--- config.mk ---
export PLATFORM = sky130hd
export DESIGN_NAME = sram_req_ctrl
export DESIGN_NICKNAME = d
export VERILOG_FILES = /design/src/rtl/sram_req_ctrl.sv
export SDC_FILE = /design/constraint.sdc
export NUM_CORES = 1
export LEC_CHECK = 0
export CAP_MARGIN = 20
export CORE_AREA = 4 4 263 265
export DETAILED_ROUTE_END_ITERATION = 12
export DIE_AREA = 0 0 267 269
export GPL_TIMING_DRIVEN = 0
export HOLD_SLACK_MARGIN = 0.05
export PLACE_DENSITY = 0.69
export RECOVER_POWER = 100
export SYNTH_ARGS = -nofsm -noshare
export SYNTH_HDL_FRONTEND = slang
export SYNTH_SLANG_ARGS = --single-unit
--- constraint.sdc ---
create_clock -name CLK -period 10.48 [get_ports CLK]
set_input_delay 2.096 -clock CLK [delete_from_list [all_inputs] [get_ports CLK]]
set_output_delay 2.096 -clock CLK [all_outputs]
set_load 0.05 [all_outputs]
--- src/rtl/sram_req_ctrl.sv ---
// sram_req_ctrl: valid/ready front-end for a 64 x 128-bit single-port
// bit-write SRAM macro. Requests issue straight to the macro pins, the
// access is tracked for one cycle, and its response is queued in an
// in-order FIFO with registered head outputs.
module sram_req_ctrl #(
  parameter int unsigned ADDR_W    = 6,
  parameter int unsigned DATA_W    = 128,
  parameter int unsigned STRB_W    = 16,
  parameter int unsigned RSP_DEPTH = 3
) (
  input  logic              CLK,
  input  logic              RSTN,
  // request side
  input  logic              req_valid,
  output logic              req_ready,
  input  logic              req_write,
  input  logic [ADDR_W-1:0] req_addr,
  input  logic [DATA_W-1:0] req_wdata,
  input  logic [STRB_W-1:0] req_wstrb,
  // response side
  output logic              rsp_valid,
  input  logic              rsp_ready,
  output logic              rsp_write,
  output logic [DATA_W-1:0] rsp_rdata,
  // macro pins (active-low controls)
  output logic              sram_cen,
  output logic              sram_wen,
  output logic [DATA_W-1:0] sram_bwen,
  output logic [ADDR_W-1:0] sram_a,
  output logic [DATA_W-1:0] sram_d,
  input  logic [DATA_W-1:0] sram_q
);

  localparam int unsigned CNT_W = $clog2(RSP_DEPTH + 1);
  localparam int unsigned PTR_W = (RSP_DEPTH > 1) ? $clog2(RSP_DEPTH) : 1;
  localparam int unsigned SUM_W = CNT_W + 1;
  localparam int unsigned LAST  = RSP_DEPTH - 1;

  // One queued response: kind plus read data (zero for write acknowledges).
  typedef struct packed {
    logic              write;
    logic [DATA_W-1:0] data;
  } rsp_t;

  logic             fire;
  logic             push;
  logic             pop;
  logic             infl_v;
  logic             infl_write;
  logic [CNT_W-1:0] occ;
  logic [CNT_W-1:0] occ_n;
  logic [PTR_W-1:0] rd_ptr;
  logic [PTR_W-1:0] rd_ptr_n;
  logic [PTR_W-1:0] wr_ptr;
  logic [PTR_W-1:0] wr_ptr_n;
  logic             head_v_n;
  rsp_t             head_n;
  rsp_t             push_ent;
  rsp_t             mem [RSP_DEPTH];

  // Circular pointer advance with wrap at the last FIFO slot.
  function automatic logic [PTR_W-1:0] ptr_inc(input logic [PTR_W-1:0] p);
    return (p == PTR_W'(LAST)) ? '0 : p + PTR_W'(1);
  endfunction

  // Credit: only registered state (and reset) gates acceptance, so a pop
  // frees a slot one cycle later and a push can never meet a full FIFO.
  assign req_ready = RSTN && ((SUM_W'(occ) + SUM_W'(infl_v)) < SUM_W'(RSP_DEPTH));
  assign fire      = req_valid && req_ready;
  assign push      = infl_v;
  assign pop       = rsp_valid && rsp_ready;

  // Macro pins pass the request through; only chip enable depends on fire.
  assign sram_cen = ~fire;
  assign sram_wen = ~req_write;
  assign sram_a   = req_addr;
  assign sram_d   = req_wdata;

  // Expand byte strobes into the active-low per-bit mask; reads mask all bits.
  always_comb begin
    sram_bwen = '1;
    if (req_write) begin
      for (int i = 0; i < STRB_W; i++) begin
        sram_bwen[8*i +: 8] = {8{~req_wstrb[i]}};
      end
    end
  end

  // Response for the in-flight access; sram_q is looked at only for reads.
  always_comb begin
    push_ent       = '0;
    push_ent.write = infl_write;
    if (infl_v && !infl_write) begin
      push_ent.data = sram_q;
    end
  end

  // FIFO bookkeeping and next head; an empty FIFO forwards the push directly.
  always_comb begin
    rd_ptr_n = rd_ptr;
    wr_ptr_n = wr_ptr;
    occ_n    = occ;
    head_v_n = 1'b0;
    head_n   = '0;
    if (pop) begin
      rd_ptr_n = ptr_inc(rd_ptr);
    end
    if (push) begin
      wr_ptr_n = ptr_inc(wr_ptr);
    end
    case ({push, pop})
      2'b10:   occ_n = occ + CNT_W'(1);
      2'b01:   occ_n = occ - CNT_W'(1);
      default: occ_n = occ;
    endcase
    if (occ_n != '0) begin
      head_v_n = 1'b1;
      if (push && (occ == CNT_W'(pop))) begin
        head_n = push_ent;
      end else begin
        head_n = mem[rd_ptr_n];
      end
    end
  end

  // FIFO storage; contents are don't-care until pointed at, so no reset.
  always_ff @(posedge CLK) begin
    if (push) begin
      mem[wr_ptr] <= push_ent;
    end
  end

  // Control state and registered response head; synchronous reset drops all.
  always_ff @(posedge CLK) begin
    if (!RSTN) begin
      infl_v     <= 1'b0;
      infl_write <= 1'b0;
      occ        <= '0;
      rd_ptr     <= '0;
      wr_ptr     <= '0;
      rsp_valid  <= 1'b0;
      rsp_write  <= 1'b0;
      rsp_rdata  <= '0;
    end else begin
      infl_v     <= fire;
      infl_write <= fire && req_write;
      occ        <= occ_n;
      rd_ptr     <= rd_ptr_n;
      wr_ptr     <= wr_ptr_n;
      rsp_valid  <= head_v_n;
      rsp_write  <= head_n.write;
      rsp_rdata  <= head_n.data;
    end
  end

  // A push must always find a free slot.
  a_no_overflow: assert property (@(posedge CLK) disable iff (!RSTN)
    push |-> (occ < CNT_W'(RSP_DEPTH)));

  // The head register mirrors occupancy.
  a_head_valid: assert property (@(posedge CLK) disable iff (!RSTN)
    rsp_valid == (occ != '0));

  // A stalled head holds its payload.
  a_head_stable: assert property (@(posedge CLK) disable iff (!RSTN)
    (rsp_valid && !rsp_ready) |=> (rsp_valid && $stable(rsp_write) && $stable(rsp_rdata)));

endmodule
# Word-level counts from Yosys, hierarchy flattened
# Memory sizes are Yosys's and may differ from the RTL's.
# Index checks and enable logic that the tools add are counted.
# word_totals
in_bits	283
mem_count	1
word_cells	57
ramBits	387
regBits	138
# memory_table
name	depth	width	read_ports	rd_ports_with_merged_regs	wr	line	source
mem	3	129	1	0	1	59	rsp_t mem [RSP_DEPTH];
# op_classes
magnitude_cmp	1
n_reduce_logical	9
mux	10
n_eq_ne	5
n_addsub	5
bitwise	18
# ops
op	n
128-bit 2-to-1 mux	2
129-bit 2-to-1 mux	1
1-bit inverter	18
2-bit by 1-bit adder with 2-bit output (second input constant)	3
2-bit equality test (second input constant)	3
1-bit logical AND	6
2-bit 2-to-1 mux	3
2-bit case mux with 2 select lines	1
2-bit by 1-bit adder with 3-bit output	1
3-bit by 2-bit < comparator with 1-bit output (second input constant)	1
1-bit 2-to-1 mux	3
2-bit by 1-bit equality test with 1-bit output	1
2-bit by 1-bit equality test with 1-bit output (second input constant)	1
2-bit AND reduction	1
2-bit nonzero test	1
2-bit by 1-bit subtractor with 2-bit output (second input constant)	1
1-bit logical NOT	1

# Longest topological paths before layout
# Gate-level depths: netlist of run 1.
# depth
depth_word	5
depth_mapped	11
ltp_nobuf	8

# Worst setup path after synthesis of run 1
# Ideal clock, no wire load.
# synth_path
kind	register to register
startpoint	reg infl_v
endpoint	mem mem[2][0] (netlist bit) (enable)
setup_time_ns	0.801
arrival_time_ns	9.787
path_stages_with_launch	3
slack_ns	-0.108
cell_sequence	dfxtp_1 inv_1 nor3b_1
# synth_via
elab_chain_len	2
# synth_rtl
item	line	source
start: declaration	48	logic infl_v;
start signal: assignment	145	infl_v <= fire;
1-bit 2-to-1 mux	128	if (push) begin
1-bit 2-to-1 mux (not written as such)	129	mem[wr_ptr] <= push_ent;
end: declaration	59	
# No other way between the ends.

# Final worst setup path of run 1
# layout_path
startpoint	in rsp_ready
endpoint	reg rsp_rdata[100]
# layout_via
elab_chain_len	5
# layout_rtl
item	line	source
start: declaration	22	input logic rsp_ready,
1-bit logical AND *	71	assign pop = rsp_valid && rsp_ready;
2-bit by 1-bit equality test with 1-bit output or 2-bit equality test (tied branches)	111	case ({push, pop})
2-bit case mux with 2 select lines	111	
2-bit nonzero test	116	if (occ_n != '0) begin
2-bit AND reduction (no line)	n/a	
end signal: assignment	152	rsp_rdata <= head_n.data;
end: declaration	24	output logic [DATA_W-1:0] rsp_rdata,
# Every way passes the cells marked *; elsewhere a longest branch is shown, timed or not.
# A chain may end at the register's enable or synchronous reset.

==> results of run 1 <==
==> worst max-delay path: stages <==
cell and delay [ps]:
dlygate4sd3_1 600, nand2_1 180, inv_1 270, clkbuf_1 860, clkbuf_1 540, ha_1 290
or3b_2 460, o211ai_1 160, clkbuf_1 950, clkbuf_1 540, a311oi_1 280
==> flip-flops by register name, indices dropped and copies added (netlist names) <==
name        count
infl_v          1
wr_ptr          2
rsp_write       1
rsp_rdata     128
infl_write      1
mem           387
occ             2
rd_ptr          2
rsp_valid       1
==> metal layers <==
metal,GRT usage,wire length (um),vias to the layer above
met3,0.0609,9630,277
met4,0.131,5250,4
li1,-,-,9898
met1,0.308,36400,11200
met5,0,27,-
met2,0.457,49800,1583
==> synthesized netlist by cell type, drive strengths merged <==
cell,count,area share
edfxtp,387,0.44
buf,359,0.094
and3,258,0.061
nand3b,258,0.073
dfxtp,138,0.10
nor2,134,0.019
a211oi,130,0.037
nand3,130,0.025
a31o,129,0.043
and2,129,0.030
a311oi,128,0.047
clkbuf,117,0.017
nand2,19,0.0028
inv,6,0.00085
a21oi,5,0.00095
ha,3,0.0014
nor3b,2,0.00076
o21ai,2,0.00038
or3,2,0.00047
xnor2,2,0.00066
a211o,1,0.00033
a21o,1,0.00028
a31oi,1,0.00024
nor2b,1,0.00024
nor3,1,0.00019
o211ai,1,0.00028
or2b,1,0.00028
or3b,1,0.00033
xor2,1,0.00033
==> layout by cell type (no fill, tap or decap), types with 5 or more instances in the layout <==
master	n
dlygate4sd3_1	434
edfxtp_1	387
buf_4	262
nand3b_1	258
and3_1	258
clkbuf_1	179
dfxtp_1	138
nor2_1	134
a211oi_1	130
nand3_1	130
and2_0	129
a31o_2	128
a311oi_1	122
clkdlybuf4s50_1	108
buf_2	72
clkbuf_16	60
nand2_1	19
diode_2	8
clkinv_2	8
clkbuf_8	7
inv_1	6
a311oi_2	6
clkinv_1	6
buf_6	5
a21oi_1	5
==> metrics by stage <==
stage | cell area [um2] | TNS, ps | power [W] | setup WS [ps] | utilization
5_1_grt | 34800 | 0 | 0.00632 | 3570 | 0.521
6_report | 34800 | 0 | 0.00613 | 3630 | 0.521
2_1_floorplan | 26500 | 0 | 0.00361 | 415 | -
3_3_place_gp | 33000 | -1015450 | 0.00426 | -7240 | 0.494
4_1_cts | 35300 | 0 | 0.00623 | 3880 | 0.529
3_5_place_dp | 33500 | 0 | 0.00427 | 3900 | 0.502
==> power breakdown <==
| part | internal (W) | switching [W] |
|---|---|---|
| Sequential | 0.00237 | 0.0000521 |
| Combinational | 0.000564 | 0.00117 |
| Clock | 0.00114 | 0.000833 |
| Total | 0.00408 | 0.00205 |
==> area by class of cell <==
class / instances / area share
flip-flops and latches: 525 / 0.413
multi-input cells: 1340 / 0.260
repair buffers: 573 / 0.159
plain buffers: 476 / 0.0833
clock buffers: 81 / 0.0474
well taps: 873 / 0.0314
clock inverters: 22 / 0.00474
inverters: 6 / 0.000647
diodes: 8 / 0.000575
==> final timing paths <==
check | start | endpoint | slack [ps]
worst min register to register | infl_write | mem[2][128] | 520
worst min-delay path | infl_write | mem[2][128] | 520
worst max register to register | infl_v | mem[1][89] | 4950
worst max-delay path | rsp_ready | rsp_rdata[100] | 3630
==> cell families (layout without fill, tap and decap cells) <==
| kind of cell | Yosys count | count (layout) | share of synthesized area |
|---|---|---|---|
| buf+inv | 482 | 1158 | 0.112 |
| xor+xnor | 3 | 3 | 0.000993 |
| compound gates | 398 | 398 | 0.129 |
| fa+ha+maj | 3 | 3 | 0.00142 |
| other cells | 0 | 8 | 0 |
| flops | 525 | 525 | 0.544 |
| simple gates | 936 | 936 | 0.213 |
==> flow_metrics.tcl, run 1 <==
set metrics [dict create \
    dp_hpwl_mm 71.8 \
    cp_max_fo 10 \
    grt_pass1_wl_mm 145 \
    coreArea_mm2 0.0668 \
    finalSetupViolations 0 \
    crit_type "in -> reg" \
    startpoint_type "primary input" \
    clockBufferDepth 3 \
    required_ps 10880 \
    cap_violations 4 \
    grt_pass1_vias 23300 \
    finClkSkew_ps 14.5 \
    dieArea_mm2 0.0718 \
    whs_path_depth 0 \
    period_needed_ps 6850 \
    grt_max_degree 26 \
    crit_path_end_kind "register" \
    start_util 0.396 \
    yosysWarnings 0 \
    viasPerCell 5.88 \
    relSlewSlack -0.199 \
    fillers 5745 \
    drive_gt1_frac 0.185 \
    seq_area_frac_synth 0.544 \
    clkLatencyLatePin_ps 610 \
    firstDrtPassIters 6 \
    grt_usage 0.263 \
    die_x_um 267 \
    antenna_found_initial 13 \
    die_y_um 269 \
    cts_tree "done" \
    hold_path.class "reg -> reg" \
    syn_to_final_growth_pct 31.5 \
    ant_nets 0 \
    row_count 95 \
    grt_setup_unrepaired "no" \
    fmax_mhz 146 \
    synth_area_per_cell_um2 11.3 \
    clk_pin_slew_ps 60 \
    multi_input_area_mm2 0.00904 \
    synth_cell_types 38 \
    slew_violations 84 \
    hold_slack_ps 519 \
    post_cts_buffers 0 \
    layout.nets 3263 \
    drt_iter0_drc 2425 \
    place.gp.congestion 0.869 \
    status "complete, but fails checks" \
    drc 0 \
    worstRegToRegCells 5 \
    hold_buffers 0 \
    hold_viol 0 \
    instances_no_fill 3904 \
    cts_buffers 55 \
    wire_per_inst_um 25.9 \
    gr-total-overflow 0 \
    arrival_ps 7240 \
    dr_total_vias 22900 \
    synthesis.nets 2633 \
    power_leakage_nw 13.2 \
    violations "max-capacitance violations, max-slew violations" \
    root_buffer "clkbuf_16" \
    netlist_instances 2347 \
    io_pins 678 \
    cts.sinks 525 \
    placedCellCount 3793 \
    port_buffers 542 \
    cts.repair.resized 0 \
    ys_ff_latch 525 \
    syn_area_mm2 0.0265 \
    h-tree-depth 2 \
    p_per_area_mw_per_mm2 176 \
    fin_crit_sh 0.654 \
    routed_wl_mm 101 \
    peakVddDrop_mv 0.128 \
    seqCellArea_mm2 0.0144 \
    tightest_slew_ps 1790 \
]
Note: power is estimated with default switching activity, not from simulation.
==> run 2, diff against run 1 <==
- clock period: 10.48 -> 6.15 ns (I/O delays scaled with it)
==> run 2 against run 1 <==
Effect of this change:
- the flow still finishes with violations (max-capacitance violations, max-slew violations)
- cell count about the same
- worst hold slack better by 4.2 ps
- combinational power rose by 71%
- critical path type unchanged
- cell area up 0.61%
- largest power group unchanged
- register-to-register slack lost 3700 ps
- largest cell class unchanged
- global-route usage about the same
- non-clock buffer count down 5
==> flow_metrics.tcl, run 2 (synthesized netlist as in run 1, its figures left out) <==
set metrics [dict create \
    port_buffers 542 \
    hold_slack_ps 523 \
    syn_to_final_growth_pct 32.3 \
    clk_pin_slew_ps 60 \
    gr-total-overflow 0 \
    relSlewSlack -0.331 \
    finClkSkew_ps 14.3 \
    h-tree-depth 2 \
    tightest_slew_ps 2000 \
    cap_violations 4 \
    clkLatencyLatePin_ps 630 \
    startpoint "rsp_ready" \
    cp_max_fo 10 \
    drc 0 \
    hold_path.class "reg -> reg" \
    place.gp.congestion 0.862 \
    violations "max-capacitance violations, max-slew violations" \
    fin_crit_sh 0.862 \
    crit_type "in -> reg" \
    root_buffer "clkbuf_16" \
    clockBufferDepth 3 \
    layout.nets 3260 \
    firstDrtPassIters 6 \
    row_count 95 \
    grt_usage 0.263 \
    power_leakage_nw 13.4 \
    r2r_end "mem[1][13]" \
    r2r-start "infl_v" \
    drt_iter0_drc 2730 \
    worstRegToRegCells 4 \
    wire_per_inst_um 25.8 \
    cts_buffers 57 \
    viasPerCell 5.85 \
    final_common_cell "dlygate4sd3_1" \
    coreArea_mm2 0.0668 \
    fin_area_mm2 0.0350 \
    required_ps 6580 \
    peakVddDrop_mv 0.209 \
    die_y_um 269 \
    place_area_mm2 0.0336 \
    instances_no_fill 3903 \
    grt_setup_unrepaired "no" \
    fin_ws_ps 850 \
    cts_tree "done" \
    largest_registers "mem (387), rsp_rdata (128)" \
    die_x_um 267 \
    dp_hpwl_mm 71.1 \
    hold_buffers 0 \
    crit_path_end_kind "register" \
    io_pins 678 \
    routed_wl_mm 101 \
    p_per_area_mw_per_mm2 308 \
    dieArea_mm2 0.0718 \
    endpoint "rsp_rdata[99]" \
    post_cts_buffers 0 \
    dr_total_vias 22800 \
    status "complete, but fails checks" \
    ant_nets 0 \
    hold_path_startpoint "infl_write" \
    slew_violations 99 \
    finalSetupViolations 0 \
    dp_slack_ps 1300 \
    startpoint_type "primary input" \
    grt_pass1_vias 23000 \
    top_register "mem" \
    placedCellCount 3788 \
    most-common-layout-cells "dlygate4sd3_1 (396), edfxtp_1 (387), buf_4 (265), nand3b_1 (258), and3_1 (258)" \
    fmax_mhz 189 \
    cts.sinks 525 \
    period_needed_ps 5300 \
    start_util 0.396 \
    grt_pass1_wl_mm 144 \
    largest_reg_flops 387 \
    grt_max_degree 29 \
    antenna_found_initial 15 \
    r2r_setup_slack_ps 1210 \
    arrival_ps 5730 \
    hold_viol 0 \
    drive_gt1_frac 0.193 \
    cts.repair.resized 0 \
]
==> run 2: cell count changes in the layout (fill, tap and decap cells not counted), sizes merged <==
cell | before | now
clkdlybuf4s50 | 108 | 146
bufinv | 2 | 9
clkbuf | 247 | 226
buf | 341 | 352
dlygate4sd3 | 434 | 396
inv | 9 | 8
clkinvlp | 2 | 3
diode | 8 | 7
clkinv | 15 | 18
==> run 2: per-stage QoR <==
stage	power [W]	TNS [ps]	utilization
2_1_floorplan	0.00614	0	-
3_3_place_gp	0.00723	-1157880	0.494
3_5_place_dp	0.00728	0	0.502
4_1_cts	0.0110	0	0.533
5_1_grt	0.0111	0	0.524
6_report	0.0108	0	0.524
==> run 2: critical path: stages <==
cell	delay [ps]
clkdlybuf4s50_1	530
nand2_2	120
inv_1	290
clkbuf_1	900
clkbuf_1	510
ha_1	390
or3b_2	220
o211ai_1	110
buf_2	330
buf_2	290
a311oi_1	770
==> run 2: final cells by class <==
cell class / count / area (um2)
antenna: 7 / 17.5
buffer: 476 / 2920
clock inverter: 32 / 399
timing repair buffer: 568 / 5520
sequential: 525 / 14400
fill: 5659 / 31800
clock buffer: 76 / 1630
multi-input combinational: 1340 / 9030
inverter: 6 / 22.5
tap: 873 / 1090
==> run 2: worst min path at each step <==
stage / to / cells past startpoint
finish: mem[2][128] / 0
global route: mem[2][128] / 0
CTS: mem[2][128] / 0
detailed placement: mem[2][128] / 0
global placement: mem[2][128] / 0
floorplan: mem[0][128] / 0
==> run 2: power by group <==
group / switching, W / leakage, nW / total, W / internal [W]
Sequential: 0.0000872 / 4.70 / 0.00414 / 0.00405
Combinational: 0.00198 / 7.65 / 0.00295 / 0.000970
Clock: 0.00146 / 1.00 / 0.00370 / 0.00224
Total: 0.00353 / 13.4 / 0.0108 / 0.00726
==> run 2: layer usage <==
layer / vias to the layer above / global-route usage / share of wire / wire (um)
met5: - / 0 / 0.00055 / 55
met1: 11100 / 0.312 / 0.36 / 36000
met4: 8 / 0.128 / 0.053 / 5360
li1: 9890 / - / - / -
met2: 1583 / 0.450 / 0.49 / 49200
met3: 254 / 0.0654 / 0.099 / 9930
